$ cat src/rtl/pipeline_stall_controller.sv
// Stall/flush sequencer for the 5-stage pipeline: turns hazard, taken-branch and
// data-memory wait requests into per-register freeze/flush controls plus perf counters.
module pipeline_stall_controller #(
  parameter int CNT_WIDTH    = 16,
  parameter int FLUSH_CYCLES = 1,
  parameter int MAX_MEM_WAIT = 15
) (
  input  logic                 clk,
  input  logic                 reset,
  input  logic                 i_Sig_Hazard_Detected,
  input  logic                 i_Sig_Branch_Taken,
  input  logic                 i_Sig_Mem_Request,
  input  logic                 i_Sig_Mem_Ready,
  input  logic                 i_Sig_Counter_Clear,
  output logic                 o_Sig_Freeze_PC,
  output logic                 o_Sig_Freeze_IF_ID,
  output logic                 o_Sig_Flush_IF_ID,
  output logic                 o_Sig_Freeze_ID_EX,
  output logic                 o_Sig_Flush_ID_EX,
  output logic                 o_Sig_Freeze_EX_MEM,
  output logic                 o_Sig_Bubble_MEM_WB,
  output logic                 o_Sig_Mem_Timeout,
  output logic [1:0]           o_State,
  output logic [CNT_WIDTH-1:0] o_Stall_Count,
  output logic [CNT_WIDTH-1:0] o_Flush_Count
);

  typedef enum logic [1:0] {
    ST_RUN      = 2'd0,
    ST_FLUSH    = 2'd1,
    ST_MEM_WAIT = 2'd2,
    ST_ERROR    = 2'd3
  } state_t;

  localparam logic [7:0]           MAX_WAIT_W     = 8'(MAX_MEM_WAIT);
  localparam logic [1:0]           FLUSH_REM_INIT = 2'(FLUSH_CYCLES - 1);
  localparam logic                 MULTI_FLUSH    = (FLUSH_CYCLES > 1);
  localparam logic [CNT_WIDTH-1:0] CNT_MAX        = {CNT_WIDTH{1'b1}};

  state_t               state_q, state_d;
  logic [7:0]           wait_cnt_q, wait_cnt_d;
  logic [1:0]           flush_rem_q, flush_rem_d;
  logic                 timeout_q, timeout_d;
  logic [CNT_WIDTH-1:0] stall_cnt_q, stall_cnt_d;
  logic [CNT_WIDTH-1:0] flush_cnt_q, flush_cnt_d;

  logic memwait_s;
  logic freeze_pc_s, freeze_if_id_s, flush_if_id_s, freeze_id_ex_s;
  logic flush_id_ex_s, freeze_ex_mem_s, bubble_mem_wb_s, branch_acc_s;

  assign memwait_s = i_Sig_Mem_Request & ~i_Sig_Mem_Ready;

  // Control decode and next-state; RUN and the MEM_WAIT release share the branch/hazard rules.
  always_comb begin
    state_d         = state_q;
    wait_cnt_d      = wait_cnt_q;
    flush_rem_d     = flush_rem_q;
    timeout_d       = timeout_q;
    freeze_pc_s     = 1'b0;
    freeze_if_id_s  = 1'b0;
    flush_if_id_s   = 1'b0;
    freeze_id_ex_s  = 1'b0;
    flush_id_ex_s   = 1'b0;
    freeze_ex_mem_s = 1'b0;
    bubble_mem_wb_s = 1'b0;
    branch_acc_s    = 1'b0;

    case (state_q)
      ST_RUN, ST_FLUSH, ST_MEM_WAIT: begin
        if (memwait_s) begin
          freeze_pc_s     = 1'b1;
          freeze_if_id_s  = 1'b1;
          freeze_id_ex_s  = 1'b1;
          freeze_ex_mem_s = 1'b1;
          bubble_mem_wb_s = 1'b1;
          flush_rem_d     = 2'd0;
          wait_cnt_d      = (state_q == ST_MEM_WAIT) ? (wait_cnt_q + 8'd1) : 8'd1;
          if (wait_cnt_d >= MAX_WAIT_W) begin
            state_d   = ST_ERROR;
            timeout_d = 1'b1;
          end else begin
            state_d   = ST_MEM_WAIT;
          end
        end else if (state_q == ST_FLUSH) begin
          // Slots being flushed hold no valid work, so hazards are ignored here.
          flush_if_id_s = 1'b1;
          flush_id_ex_s = 1'b1;
          flush_rem_d   = flush_rem_q - 2'd1;
          state_d       = (flush_rem_q == 2'd1) ? ST_RUN : ST_FLUSH;
        end else if (i_Sig_Branch_Taken) begin
          flush_if_id_s = 1'b1;
          flush_id_ex_s = 1'b1;
          branch_acc_s  = 1'b1;
          wait_cnt_d    = 8'd0;
          flush_rem_d   = MULTI_FLUSH ? FLUSH_REM_INIT : 2'd0;
          state_d       = MULTI_FLUSH ? ST_FLUSH : ST_RUN;
        end else if (i_Sig_Hazard_Detected) begin
          freeze_pc_s    = 1'b1;
          freeze_if_id_s = 1'b1;
          flush_id_ex_s  = 1'b1;
          wait_cnt_d     = 8'd0;
          state_d        = ST_RUN;
        end else begin
          wait_cnt_d = 8'd0;
          state_d    = ST_RUN;
        end
      end
      ST_ERROR: begin
        freeze_pc_s     = 1'b1;
        freeze_if_id_s  = 1'b1;
        freeze_id_ex_s  = 1'b1;
        freeze_ex_mem_s = 1'b1;
        bubble_mem_wb_s = 1'b1;
        timeout_d       = 1'b1;
      end
      default: begin
        state_d = ST_RUN;
      end
    endcase
  end

  // Saturating performance counters; clear beats increment.
  always_comb begin
    stall_cnt_d = stall_cnt_q;
    flush_cnt_d = flush_cnt_q;
    if (i_Sig_Counter_Clear) begin
      stall_cnt_d = '0;
      flush_cnt_d = '0;
    end else begin
      if (freeze_pc_s && (stall_cnt_q != CNT_MAX)) begin
        stall_cnt_d = stall_cnt_q + {{(CNT_WIDTH-1){1'b0}}, 1'b1};
      end else begin
        stall_cnt_d = stall_cnt_q;
      end
      if (branch_acc_s && (flush_cnt_q != CNT_MAX)) begin
        flush_cnt_d = flush_cnt_q + {{(CNT_WIDTH-1){1'b0}}, 1'b1};
      end else begin
        flush_cnt_d = flush_cnt_q;
      end
    end
  end

  // State and counter registers with synchronous active-low reset.
  always_ff @(posedge clk) begin
    if (!reset) begin
      state_q     <= ST_RUN;
      wait_cnt_q  <= 8'd0;
      flush_rem_q <= 2'd0;
      timeout_q   <= 1'b0;
      stall_cnt_q <= '0;
      flush_cnt_q <= '0;
    end else begin
      state_q     <= state_d;
      wait_cnt_q  <= wait_cnt_d;
      flush_rem_q <= flush_rem_d;
      timeout_q   <= timeout_d;
      stall_cnt_q <= stall_cnt_d;
      flush_cnt_q <= flush_cnt_d;
    end
  end

  // Every output is forced low while reset is held.
  assign o_Sig_Freeze_PC     = reset & freeze_pc_s;
  assign o_Sig_Freeze_IF_ID  = reset & freeze_if_id_s;
  assign o_Sig_Flush_IF_ID   = reset & flush_if_id_s;
  assign o_Sig_Freeze_ID_EX  = reset & freeze_id_ex_s;
  assign o_Sig_Flush_ID_EX   = reset & flush_id_ex_s;
  assign o_Sig_Freeze_EX_MEM = reset & freeze_ex_mem_s;
  assign o_Sig_Bubble_MEM_WB = reset & bubble_mem_wb_s;
  assign o_Sig_Mem_Timeout   = reset & timeout_q;
  assign o_State             = reset ? state_q : ST_RUN;
  assign o_Stall_Count       = {CNT_WIDTH{reset}} & stall_cnt_q;
  assign o_Flush_Count       = {CNT_WIDTH{reset}} & flush_cnt_q;

endmodule

$ cat config.mk
export PLATFORM = sky130hd
export DESIGN_NAME = pipeline_stall_controller
export DESIGN_NICKNAME = d
export VERILOG_FILES = /design/src/rtl/pipeline_stall_controller.sv
export SDC_FILE = /design/constraint.sdc
export NUM_CORES = 1
export LEC_CHECK = 0
export ABC_AREA = 1
export BUFFER_PORTS_ARGS = -buffer_cell sky130_fd_sc_hd__buf_4
export CORE_AREA = 3 3 82 100
export CTS_CLUSTER_SIZE = 40
export DETAILED_ROUTE_END_ITERATION = 7
export DIE_AREA = 0 0 85 103
export PLACE_DENSITY = 0.64
export SYNTH_ARGS = -nofsm -noshare
export SYNTH_HDL_FRONTEND = slang
export SYNTH_SLANG_ARGS = --single-unit
$ cat constraint.sdc
create_clock -name clk -period 1.7 [get_ports clk]
set_input_delay 0.255 -clock clk [delete_from_list [all_inputs] [get_ports clk]]
set_output_delay 0.255 -clock clk [all_outputs]
set_load 0.05 [all_outputs]
---- After elaboration in Yosys (flattened, before gate mapping) ----
Index checks and enable logic that the tools add are counted.
word-level totals
  latch bits .............................. 0
  output and inout bits ................... 42
  bits in registers ....................... 45
  word-level logic and storage cells ...... 71
  ROM bits ................................ 0
  RAM bits ................................ 0
  memories kept ........................... 0
  input bits .............................. 7
operators by class
  $mul .................................... 0
  $add $sub $neg .......................... 4
  reductions and logical operators ........ 9
  shifts and indexed selects .............. 0
  div/mod/pow operators ................... 0
  magnitude comparators ................... 1
  eq/ne operators ......................... 9
  mux-type cells .......................... 32
  bitwise gates (word level) .............. 10
operators by type and width
  cell                                                  count
  adder 16 x 1 -> 16 bit (second input constant)        2
  bitwise AND 16 bit                                    2
  != test 16 bit (second input constant)                2
  2-to-1 mux 8 bit                                      3
  2-to-1 mux 1 bit                                      21
  2-to-1 mux 2 bit                                      5
  adder 8 x 1 -> 8 bit (second input constant)          1
  >= comparator 8 x 4 -> 1 bit (second input constant)  1
  bitwise AND 1 bit                                     6
  != test 2 bit (second input constant)                 3
  one-hot mux 1 bit (2 select lines)                    3
  AND reduction 2 bit                                   3
  equality test 2 x 1 -> 1 bit (second input constant)  2
  equality test 2 bit (second input constant)           2
  nonzero test 3 bit                                    1
  OR reduction 3 bit                                    1
  logical AND 1 bit                                     2
  zero test 2 bit                                       1
  NOT 1 bit                                             2
  OR reduction 2 bit                                    1
  subtractor 2 x 1 -> 2 bit (second input constant)     1

---- Logic depth before layout (Yosys ltp) ----
Gate-level depths: netlist (run 1).
  depth after elaboration ................. 6
  depth in mapped cells ................... 12
  mapped depth without buffers ............ 11

---- Worst setup path before layout (run 1) ----
Ideal clock, no wire load.
  kind .................................... in2out
  from .................................... input port reset
  to ...................................... output port o_Sig_Freeze_PC
  required time ........................... 1,445 ps
  slack ................................... -468 ps
  buffers on the path ..................... 3
  arrival time ............................ 1,913 ps
  stages on the path ...................... 5
  path through ............................ buf_2 inv_1 clkbuf_1 a21oi_1 buf_4
on the way
  longest elaborated chain between the ends .. 1
RTL lines
  item                line  source
  start: declaration  9     input logic reset,
  bitwise AND 1 bit   --
  end: declaration    15    output logic o_Sig_Freeze_PC,
No other way between the ends.

---- Worst setup path in the final report (run 1) ----
  from .................................... register state_q[1]
  to ...................................... output port o_Sig_Flush_ID_EX
on the way
  longest elaborated chain between the ends .. 5
  elaborated cells on any way between the ends .. 8
  classes of those cells .................. 2 x eq/ne; 3 x mux; 1 x bitwise; 2 x reduce/logical
RTL lines
  item                          line    source
  start: declaration            40      state_t state_q, state_d;
  start signal: assignment      153     state_q <= state_d;
  equality test 2 x 1 -> 1 bit  68, 84
  2-to-1 mux 1 bit              84      end else if (state_q == ST_FLUSH) begin
  2-to-1 mux 1 bit              70      if (memwait_s) begin
  2-to-1 mux 1 bit *            68      case (state_q)
  bitwise AND 1 bit *           167     assign o_Sig_Flush_ID_EX = reset & flush_id_ex_s;
  end: declaration              19      output logic o_Sig_Flush_ID_EX,
Mark *: on every way between the ends. The rest lies on a longest branch, timed or not.

==> summary.md, run 1 <==
| Metric | Value |
|---|---|
| Status | complete, no violations |
| Clk_lat worst skew | 0.30 ns |
| Synth Area in Adders | 1.692% |
| First-pass GRT wire length | 12520 um |
| Fraction of layout cells with a size suffix above 1 | 24.39% |
| Main area contributors after synthesis | dfxtp_1, nand2_1, inv_1, nand3_1, nor2_1 |
| Post-synthesis mux area share | 0% |
| RSZ-0062 raised after global routing | yes |
| Clk_skew | 0.004331 ns |
| Synth Warn # | 0 |
| Slack of the critical path | 0.05269 ns |
| Max Cap Viol | 0 |
| Post-synthesis sequential area ratio | 30.46% |
| Syn Nets | 483 |
| Iter 0 DRT Violations | 170 |
| Worst Setup Start Kind | register |
| Initial core utilization | 40.66% |
| # diodes | 0 |
| Hold crit path type | in2reg |
| DR vias/cell | 4.804 |
| XOR/XNOR Fraction of Synth Area | 3.849% |
| CTS sink cnt | 45 |
| Gpl congestion | 0.9050 |
| Number of global-route vias before repair | 2887 |
| Core area | 0.007274 mm2 |
| Min Tclk post-route | 1.647 ns |
| Yosys reg bits | 45 |
| Std-Cell Rows | 34 |
| Achievable Freq | 607.1 MHz |
| Most frequent cells in the layout | nand2_1, inv_1, buf_4, nor2_1, dfxtp_1 |
| Post-CTS Hold Fix Bufs | 0 |
| Die Span X | 85 um |
| Drt drc | 0 |
| Crit path cell chain | nand2_4 > inv_4 > nor2_4 > nand2_2 > a21oi_2 > buf_6 |
| GRT overflow | 0 |
| DR vias | 3012 |
| Compound-Gate Fraction of Synth Area | 10.79% |
| Crit path max fanout | 5 |
| Synth top area share | 30.46% |
| CTS tree | done |
| DP HPWL | 5382 um |
| Mapped Area | 0.002958 mm2 |
| Syn avg cell area | 6.267 um2 |
| Slew margin rel. | 70.72% |
| Commonest non-fill, non-tap cell in the layout | nand2_1 |
| Post-synthesis simple-gate area fraction | 37.90% |
| Data required time of the worst path | 1.44 ns |
| Global routing's busiest layer | met2 |
| CP delay by family, top | flip-flops |
| CP max-delay cell | dfxtp_4 |
| DRT Pass-1 Iters | 4 |
| Global Route met1 Usage | 20.86% |
| Die height | 103 um |
| PortBufs | 48 |
| P_leak | 0.001714 uW |
| Setup CP Type | reg2out |
| Synth cell types | 32 |
| Yosys top cell by area | dfxtp_1 |
| Die area | 0.008755 mm2 |
| I/O Pins | 49 |
| Fin crit share | 96.90% |
| Met3 Use GR | 2.638% |
| Max clock buf depth | 2 |
| Critical Path AT | 1.39 ns |
| Max Slew Vio Count | 0 |
| Avg WL per Cell | 11.52 um |
| Crit. End Element | output pin |
| Area grow syn2layout | 24.49% |
| Final wirelength | 7221 um |
| Final Hold Fails | 0 |
| Inserted Clock Buffers | 5 |
| Grt met2 use | 30.08% |
| CTS H-tree lvls | 2 |
| Crit path buffers/inverters | 2 |
| Pre-CTS WS | 0.1054 ns |
| Antenna violations before repair | 0 |
| Setup TNS | 0 ns |
| Mapped Cells | 472 |
| Tightest Pin Transition | 0.4393 ns |
| Clock transition at path regs | 0.09 ns |
| Nets@finish | 547 |
| Antenna Nets Post-Route | 0 |
| Cell Pwr Density | 551.1 mW/mm2 |
| Worst path max stage delay | 0.38 ns |
| Largest net degree at the start of global routing | 22 |
| Setup-failing EPs final | 0 |
| Largest family of logic cells by synthesized area | simple AND/OR/NAND/NOR gates |
| Peak supply drop | 0.2812 mV |
| CTS Root Cell | clkbuf_8 |
| GRT Util Overall | 17.07% |
metal layers:
layer  share of wire, %  wire [um]  vias to the layer above
met5                  0          0                        -
met1                 45       3252                     1338
met4                2.0        146                        0
met3                4.7        338                       12
li1                   -          -                     1587
met2                 48       3484                       75
power by group:
group	switching [uW]	internal [uW]
clock	385	330
sequential	6.43	1060
combinational	167	82.9
worst reg2reg max path, delay by kind of cell, from the launching register on:
family	cells	cell delay (ns)
buffers and inverters	3	0.33
adder cells (fa/ha/maj)	1	0.20
flip-flops	1	0.34
AND/OR/NAND/NOR	7	0.67
what timing repair did:
action | CTS | global route
endpoints found under the setup margin | 4 | 26
gates resized for setup | 9 | 17
pin swaps | 4 | 5
gates cloned | 0 | 1
setup buffers | 4 | 3
worst paths after layout:
kind | startpoint | end | slack (ns) | cells after the start
hold / removal | i_Sig_Counter_Clear | stall_cnt_q[2]$_SDFFE_PP0P_ | 0.25 | 4
setup / recovery | state_q[1]$_SDFFE_PN0N_ | o_Sig_Flush_ID_EX | 0.05 | 6
setup reg to reg | flush_cnt_q[1]$_SDFFE_PP0P_ | flush_cnt_q[1]$_SDFFE_PP0P_ | 0.07 | 11
hold reg to reg | flush_rem_q[1]$_SDFFE_PN0P_ | flush_rem_q[1]$_SDFFE_PN0P_ | 0.47 | 2
Yosys cell counts:
library cell / number
o21ai_0: 14
nand3_2: 2
nand2_4: 1
buf_6: 4
a21oi_2: 7
inv_1: 80
buf_4: 4
o211ai_1: 1
buf_1: 3
nor3_4: 1
nor2_2: 7
nor2_1: 42
clkbuf_1: 2
nor3_1: 16
ha_1: 4
buf_2: 4
dfxtp_1: 45
nand2_2: 10
nand3_1: 32
nand2_1: 127
o31ai_1: 1
and3_1: 2
nor2_4: 2
buf_12: 1
xnor2_1: 7
o21bai_1: 3
inv_2: 5
nor3b_1: 1
a21oi_1: 30
nor4_1: 1
xor2_1: 6
nand4_1: 7
sequential cells by signal, indices dropped and copies added, names as in the netlist:
signal,flops
state_q,2
flush_cnt_q,16
timeout_q,1
stall_cnt_q,16
flush_rem_q,2
wait_cnt_q,8
kinds of logic after synthesis:
logic type | after synthesis
flops | 45
simple gates | 251
fa+ha+maj | 4
compound gates | 56
xor+xnor | 13
buf+inv | 103
through the flow:
step                      utilization (%)  instance area [um2]  power [uW]  std cells  hold slack (ns)
after global placement              47.54                 3458        1316        611           0.4503
after detailed placement            47.54                 3458        1318        611           0.4606
after CTS                           49.72                 3617        2040        623           0.2482
final                               50.62                 3682        2029        627           0.2516
after floorplan                         -                 2964        1257        472           0.4209
after global routing                50.62                 3682        2103        627           0.2686
final cells by class:
class / count / area [um2]
Sequential cell: 45 / 910.9
Clock inverter: 2 / 13.76
Fill cell: 756 / 3592
Timing Repair inverter: 1 / 7.507
Inverter: 85 / 330.3
Timing Repair Buffer: 74 / 579.3
Clock buffer: 6 / 82.58
Tap cell: 90 / 112.6
Multi-Input combinational cell: 324 / 1645
Note: power is estimated with default switching activity, not from simulation.
==> inputs of run 2 (changes only) <==
==> config.mk (replaced) <==
export PLATFORM = sky130hd
export DESIGN_NAME = pipeline_stall_controller
export DESIGN_NICKNAME = d
export VERILOG_FILES = /design/src/rtl/pipeline_stall_controller.sv
export SDC_FILE = /design/constraint.sdc
export NUM_CORES = 1
export LEC_CHECK = 0
export BUFFER_PORTS_ARGS = -buffer_cell sky130_fd_sc_hd__buf_4
export CORE_AREA = 3 3 79 96
export CTS_CLUSTER_SIZE = 40
export DETAILED_ROUTE_END_ITERATION = 7
export DIE_AREA = 0 0 82 99
export PLACE_DENSITY = 0.65
export SYNTH_ARGS = -nofsm -noshare
export SYNTH_HDL_FRONTEND = slang
export SYNTH_SLANG_ARGS = --single-unit
==> summary.md, run 2 <==
| Metric | Value |
|---|---|
| Syn avg cell area | 7.832 um2 |
| Setup-failing EPs final | 11 |
| CTS H-tree lvls | 2 |
| Synth top area share | 32.77% |
| Fillcell total | 618 |
| Post-synth EDFFs | 0 |
| Max Cap Viol | 0 |
| List of most frequent post-synthesis cells | dfxtp_1, and2_1, a21oi_1, nand2_1, clkbuf_1 |
| Cell Pwr Density | 511.4 mW/mm2 |
| Final Hold Fails | 0 |
| Pre-CTS WS | -0.1609 ns |
| Achievable Freq | 534.4 MHz |
| DRT Pass-1 Iters | 4 |
| Inserted Clock Buffers | 5 |
| Antenna Nets Post-Route | 0 |
| Crit. End Element | register |
| Synth async-reset ratio | 0% |
| DP HPWL | 5456 um |
| Mapped Area | 0.002749 mm2 |
| Area grow syn2layout | 46.65% |
| Critical Path AT | 2.09 ns |
| Nets@finish | 454 |
| Pwr Total | 2062 uW |
| Final core utilization | 59.53% |
| GRT Util Overall | 19.46% |
| Max Slew Vio Count | 0 |
| Number of global-route vias before repair | 2862 |
| Mapped Cells | 351 |
| PortBufs | 48 |
| Antenna violations before repair | 0 |
| Main area contributors after synthesis | dfxtp_1, and2_1, a21oi_1, o31ai_1, or4_1 |
| Failing checks | setup timing |
| Drt drc | 0 |
| CTS sink cnt | 45 |
| CTS Root Cell | clkbuf_8 |
| Hold crit path type | in2reg |
| Synth cell types | 50 |
| Commonest non-fill, non-tap cell in the layout | buf_4 |
| Clk_lat worst skew | 0.29 ns |
| Gpl congestion | 0.8606 |
| Core area | 0.006771 mm2 |
| Clock transition at path regs | 0.09 ns |
| # diodes | 0 |
| Fraction of layout cells with a size suffix above 1 | 41.22% |
| Fin crit share | 110.1% |
| Std-Cell Rows | 33 |
| DR vias/cell | 5.691 |
| RSZ-0062 raised after global routing | yes |
| Sequential power share | 51.5% |
| Max clock buf depth | 2 |
| Most frequent cells in the layout | buf_4, dfxtp_1, and2_1, a21oi_1, nand2_1 |
| Int Pwr | 1535 uW |
| Psw | 526.5 uW |
| Post-synthesis sequential area ratio | 32.77% |
| Yosys reg bits | 45 |
| Largest net degree at the start of global routing | 30 |
| Post-synth top flop | dfxtp_1 |
| Die Span X | 82 um |
| Syn Nets | 362 |
| Tightest Pin Transition | 0.5057 ns |
| Slew margin rel. | 66.03% |
| Iter 0 DRT Violations | 108 |
| Most frequent cell after synthesis | dfxtp_1 |
| CTS tree | done |
| Switching Fraction | 25.54% |
| Initial core utilization | 40.59% |
| P_leak | 0.001522 uW |
| Setup CP Type | reg2reg |
| GRT overflow | 0 |
| DR vias | 3022 |
| I/O Pins | 49 |
| Crit path max fanout | 5 |
| First-pass GRT wire length | 12850 um |
| Clk_skew | 0.006801 ns |
| Data required time of the worst path | 1.92 ns |
| Status | complete, but fails checks |
| Final wirelength | 8111 um |
| Slack of the critical path | -0.1713 ns |
| Post-CTS Hold Fix Bufs | 0 |
| Clock network fraction of total power | 35.6% |
| Synth Warn # | 0 |
| Largest regs | flush_cnt_q (16), stall_cnt_q (16), wait_cnt_q (8) |
| Die height | 99 um |
| Peak supply drop | 0.3679 mV |
| Die area | 0.008118 mm2 |
| Min Tclk post-route | 1.871 ns |
| Yosys top cell by area | dfxtp_1 |
| Avg WL per Cell | 15.27 um |
| Combinational Power Share | 12.9% |
| Worst Setup Start Kind | register |
[run 2: cell types whose count changed after synthesis, moves of 11 or more]
cell | previous run | this run
nand2_1 | 127 | 24
inv_1 | 80 | 6
and2_1 | 0 | 37
nor2_1 | 42 | 17
clkbuf_1 | 2 | 22
nand3_1 | 32 | 14
o31ai_1 | 1 | 17
or4_1 | 0 | 15
nor3_1 | 16 | 5
[run 2: what timing repair did]
action | 4_1_cts | 5_1_grt
resized for setup | 22 | 49
cloned | 1 | 1
buffers inserted | 3 | 8
endpoints found under the setup margin | 23 | 31
pin swaps | 9 | 15
[run 2: power groups by stage]
stage                     combinational [uW]  clock (uW)  sequential (uW)
after floorplan                          147           0             1090
after global placement                   225           0             1090
after detailed placement                 229           0             1090
after CTS                                246         754             1060
after global routing                     284         801             1060
final                                    265         734             1060
[run 2: kinds of logic after synthesis]
group,synth area share [%]
and+or+nand+nor,34.73
xor gates and xnor gates,0.3187
muxes,2.185
buffers and inverters,5.871
DFF,32.77
AOI/OAI and AO/OA,22.30
adders and majority gates,1.821
[run 2: final cells by class]
class	instances	area [um2]	share of cell area (%)
Clock buffer	7	96.34	2.390
Clock inverter	1	5.005	0.1241
Inverter	7	27.53	0.6828
Multi-Input combinational cell	270	1933	47.95
Sequential cell	45	909.6	22.56
Tap cell	87	108.9	2.700
Timing Repair Buffer	114	950.9	23.59
[run 2: path summary, 6_finish.rpt]
kind	startpoint	to	slack (ns)	cells past startpoint
max reg2reg	state_q[0]$_SDFFE_PN0N_	stall_cnt_q[9]$_SDFFE_PP0P_	-0.17	4
min reg2reg	flush_cnt_q[14]$_SDFFE_PP0P_	flush_cnt_q[14]$_SDFFE_PP0P_	0.50	2
min	i_Sig_Counter_Clear	stall_cnt_q[1]$_SDFFE_PP0P_	0.41	4
max	state_q[0]$_SDFFE_PN0N_	stall_cnt_q[9]$_SDFFE_PP0P_	-0.17	4
[run 2: worst max-delay path, stage by stage (launching register included)]
cell	delay (ns)
dfxtp_2	0.33
or3b_4	0.39
a311o_2	0.44
or4_1	0.51
a21oi_1	0.14
[run 2: per-stage QoR]
step                hold WS [ns]  cells  setup TNS (ns)  area [um2]
finish                    0.4123    531          -1.007        4031
global route              0.4161    531          -1.631        4031
CTS                       0.4004    522         -0.8185        3774
detailed placement        0.4750    510          -1.775        3556
global placement          0.4688    510          -1.121        3556
floorplan                 0.4472    351         -0.1647        2823
[run 2: metal layers]
| metal | vias up | part of all wire [%] | track usage [%] |
|---|---|---|---|
| met5 | - | 0 | 0 |
| met4 | 0 | 1.8 | 6.777 |
| met3 | 12 | 3.6 | 2.285 |
| met2 | 86 | 51 | 34.29 |
| met1 | 1434 | 43 | 23.87 |
| li1 | 1490 | - | - |
==> inputs of run 3 (changes only) <==
==> constraint.sdc (replaced) <==
create_clock -name clk -period 1.9 [get_ports clk]
set_input_delay 0.285 -clock clk [delete_from_list [all_inputs] [get_ports clk]]
set_output_delay 0.285 -clock clk [all_outputs]
set_load 0.05 [all_outputs]
==> summary.md, run 3 (synthesis gave the netlist of run 2 again) <==
| Metric | Value |
|---|---|
| Setup-failing EPs final | 1 |
| First-pass GRT wire length | 11740 um |
| Die Span X | 82 um |
| Std-Cell Rows | 33 |
| P_leak | 0.001270 uW |
| CP max-delay cell | or4_4 |
| Worst path max stage delay | 0.54 ns |
| Sequential power share | 49.3% |
| Largest regs | flush_cnt_q (16), stall_cnt_q (16), wait_cnt_q (8) |
| RSZ-0062 raised after global routing | yes |
| Core area | 0.006771 mm2 |
| Inserted Clock Buffers | 5 |
| Crit. End Element | register |
| Pre-CTS WS | -0.1670 ns |
| Cell Count, Final, Fillers Out | 494 |
| Worst Setup Start Kind | register |
| DR vias | 2800 |
| Die area | 0.008118 mm2 |
| Gpl congestion | 0.7864 |
| CTS Root Cell | clkbuf_8 |
| DP HPWL | 4983 um |
| Int Pwr | 1455 uW |
| Max Slew Vio Count | 0 |
| Status | complete, but fails checks |
| Switching Fraction | 24.52% |
| Initial core utilization | 40.59% |
| Fin crit share | 100.2% |
| Max Cap Viol | 0 |
| Clock transition at path regs | 0.09 ns |
| I/O Pins | 49 |
| DRT Pass-1 Iters | 4 |
| Clk_skew | 0.008098 ns |
| Antenna violations before repair | 0 |
| Nets@finish | 417 |
| Clk_lat worst skew | 0.30 ns |
| Hold crit path type | in2reg |
| Peak supply drop | 0.3527 mV |
| Area grow syn2layout | 29.36% |
| Placed insts | 483 |
| GRT overflow | 0 |
| Commonest non-fill, non-tap cell in the layout | buf_4 |
| Achievable Freq | 525.2 MHz |
| Avg WL per Cell | 14.19 um |
| DP Area | 0.003332 mm2 |
| DR vias/cell | 5.668 |
| Number of global-route vias before repair | 2578 |
| WHS | 0.4054 ns |
| # diodes | 0 |
| Tightest Pin Transition | 0.5213 ns |
| Final wirelength | 7010 um |
| Critical Path AT | 2.14 ns |
| Largest net degree at the start of global routing | 22 |
| PortBufs | 48 |
| Drt drc | 0 |
| Min Tclk post-route | 1.904 ns |
| CTS H-tree lvls | 2 |
| Grt met2 use | 29.74% |
| Combinational Power Share | 10.6% |
| Antenna Nets Post-Route | 0 |
| Fraction of layout cells with a size suffix above 1 | 29.48% |
| CTS tree | done |
| Most frequent cells in the layout | buf_4, dfxtp_1, and2_1, a21oi_1, nand2_1 |
| Clock network fraction of total power | 40.1% |
| Max clock buf depth | 2 |
| Design Area, Final | 0.003556 mm2 |
| Global routing's busiest layer | met2 |
| Global Route met1 Usage | 22.38% |
| Psw | 472.6 uW |
| Die height | 99 um |
| Met3 Use GR | 3.656% |
| Data required time of the worst path | 2.14 ns |
| Setup TNS | -0.004099 ns |
| Iter 0 DRT Violations | 103 |
| Slew margin rel. | 64.98% |
| Slack of the critical path | -0.004099 ns |
| Crit path cell chain | or3b_4 > a311o_2 > or4_4 > a21oi_2 |
| Failing checks | setup timing |
| Cell Pwr Density | 542.0 mW/mm2 |
| Final Hold Fails | 0 |
| Crit path max fanout | 8 |
| CTS sink cnt | 45 |
| Setup CP Type | reg2reg |
| GRT Util Overall | 17.75% |
-- run 3: power by group through the flow --
stage	Clock, uW	Combinational (uW)	Sequential [uW]
2_1_floorplan	0	125	973
3_3_place_gp	0	191	973
3_5_place_dp	0	194	973
4_1_cts	784	199	951
5_1_grt	820	221	952
6_report	773	204	951
-- run 3: worst max-delay path, delay by kind of cell (launching register included) --
family | cells | cell delay (ns)
compound gates | 2 | 0.62
flops | 1 | 0.33
simple gates | 2 | 0.92
-- run 3: final cells by class --
| class | count | area (um2) |
|---|---|---|
| well taps | 87 | 108.9 |
| flip-flops and latches | 45 | 902.1 |
| clock inverters | 2 | 37.54 |
| fillers | 661 | 3216 |
| inverters | 7 | 27.53 |
| repair buffers | 78 | 616.8 |
| multi-input cells | 269 | 1780 |
| clock buffers | 6 | 82.58 |
-- run 3: metrics by stage --
| step | util, % | power, uW |
|---|---|---|
| 3_3_place_gp | 49.21 | 1163 |
| 4_1_cts | 51.22 | 1934 |
| 2_1_floorplan | - | 1098 |
| 3_5_place_dp | 49.21 | 1167 |
| 5_1_grt | 52.51 | 1993 |
| 6_report | 52.51 | 1927 |
-- run 3: what timing repair did --
item	4_1_cts	5_1_grt
pin swaps	2	6
hold buffers	0	0
endpoints found under the setup margin	5	24
setup buffers	0	3
gates resized for setup	5	20
-- run 3: per-layer routing --
| metal | up-vias | share of wire, % |
|---|---|---|
| met5 | - | 0 |
| met4 | 0 | 0.97 |
| met3 | 7 | 4.1 |
| met2 | 59 | 48 |
| met1 | 1318 | 47 |
| li1 | 1416 | - |
-- run 3: final timing paths --
kind	startpoint	to	slack, ns	cells after the start
worst max-delay path	state_q[0]$_SDFFE_PN0N_	stall_cnt_q[11]$_SDFFE_PP0P_	-0.004	4
worst min-delay path	i_Sig_Counter_Clear	stall_cnt_q[1]$_SDFFE_PP0P_	0.41	4
worst max register to register	state_q[0]$_SDFFE_PN0N_	stall_cnt_q[11]$_SDFFE_PP0P_	-0.004	4
worst min register to register	flush_cnt_q[6]$_SDFFE_PP0P_	flush_cnt_q[6]$_SDFFE_PP0P_	0.48	2
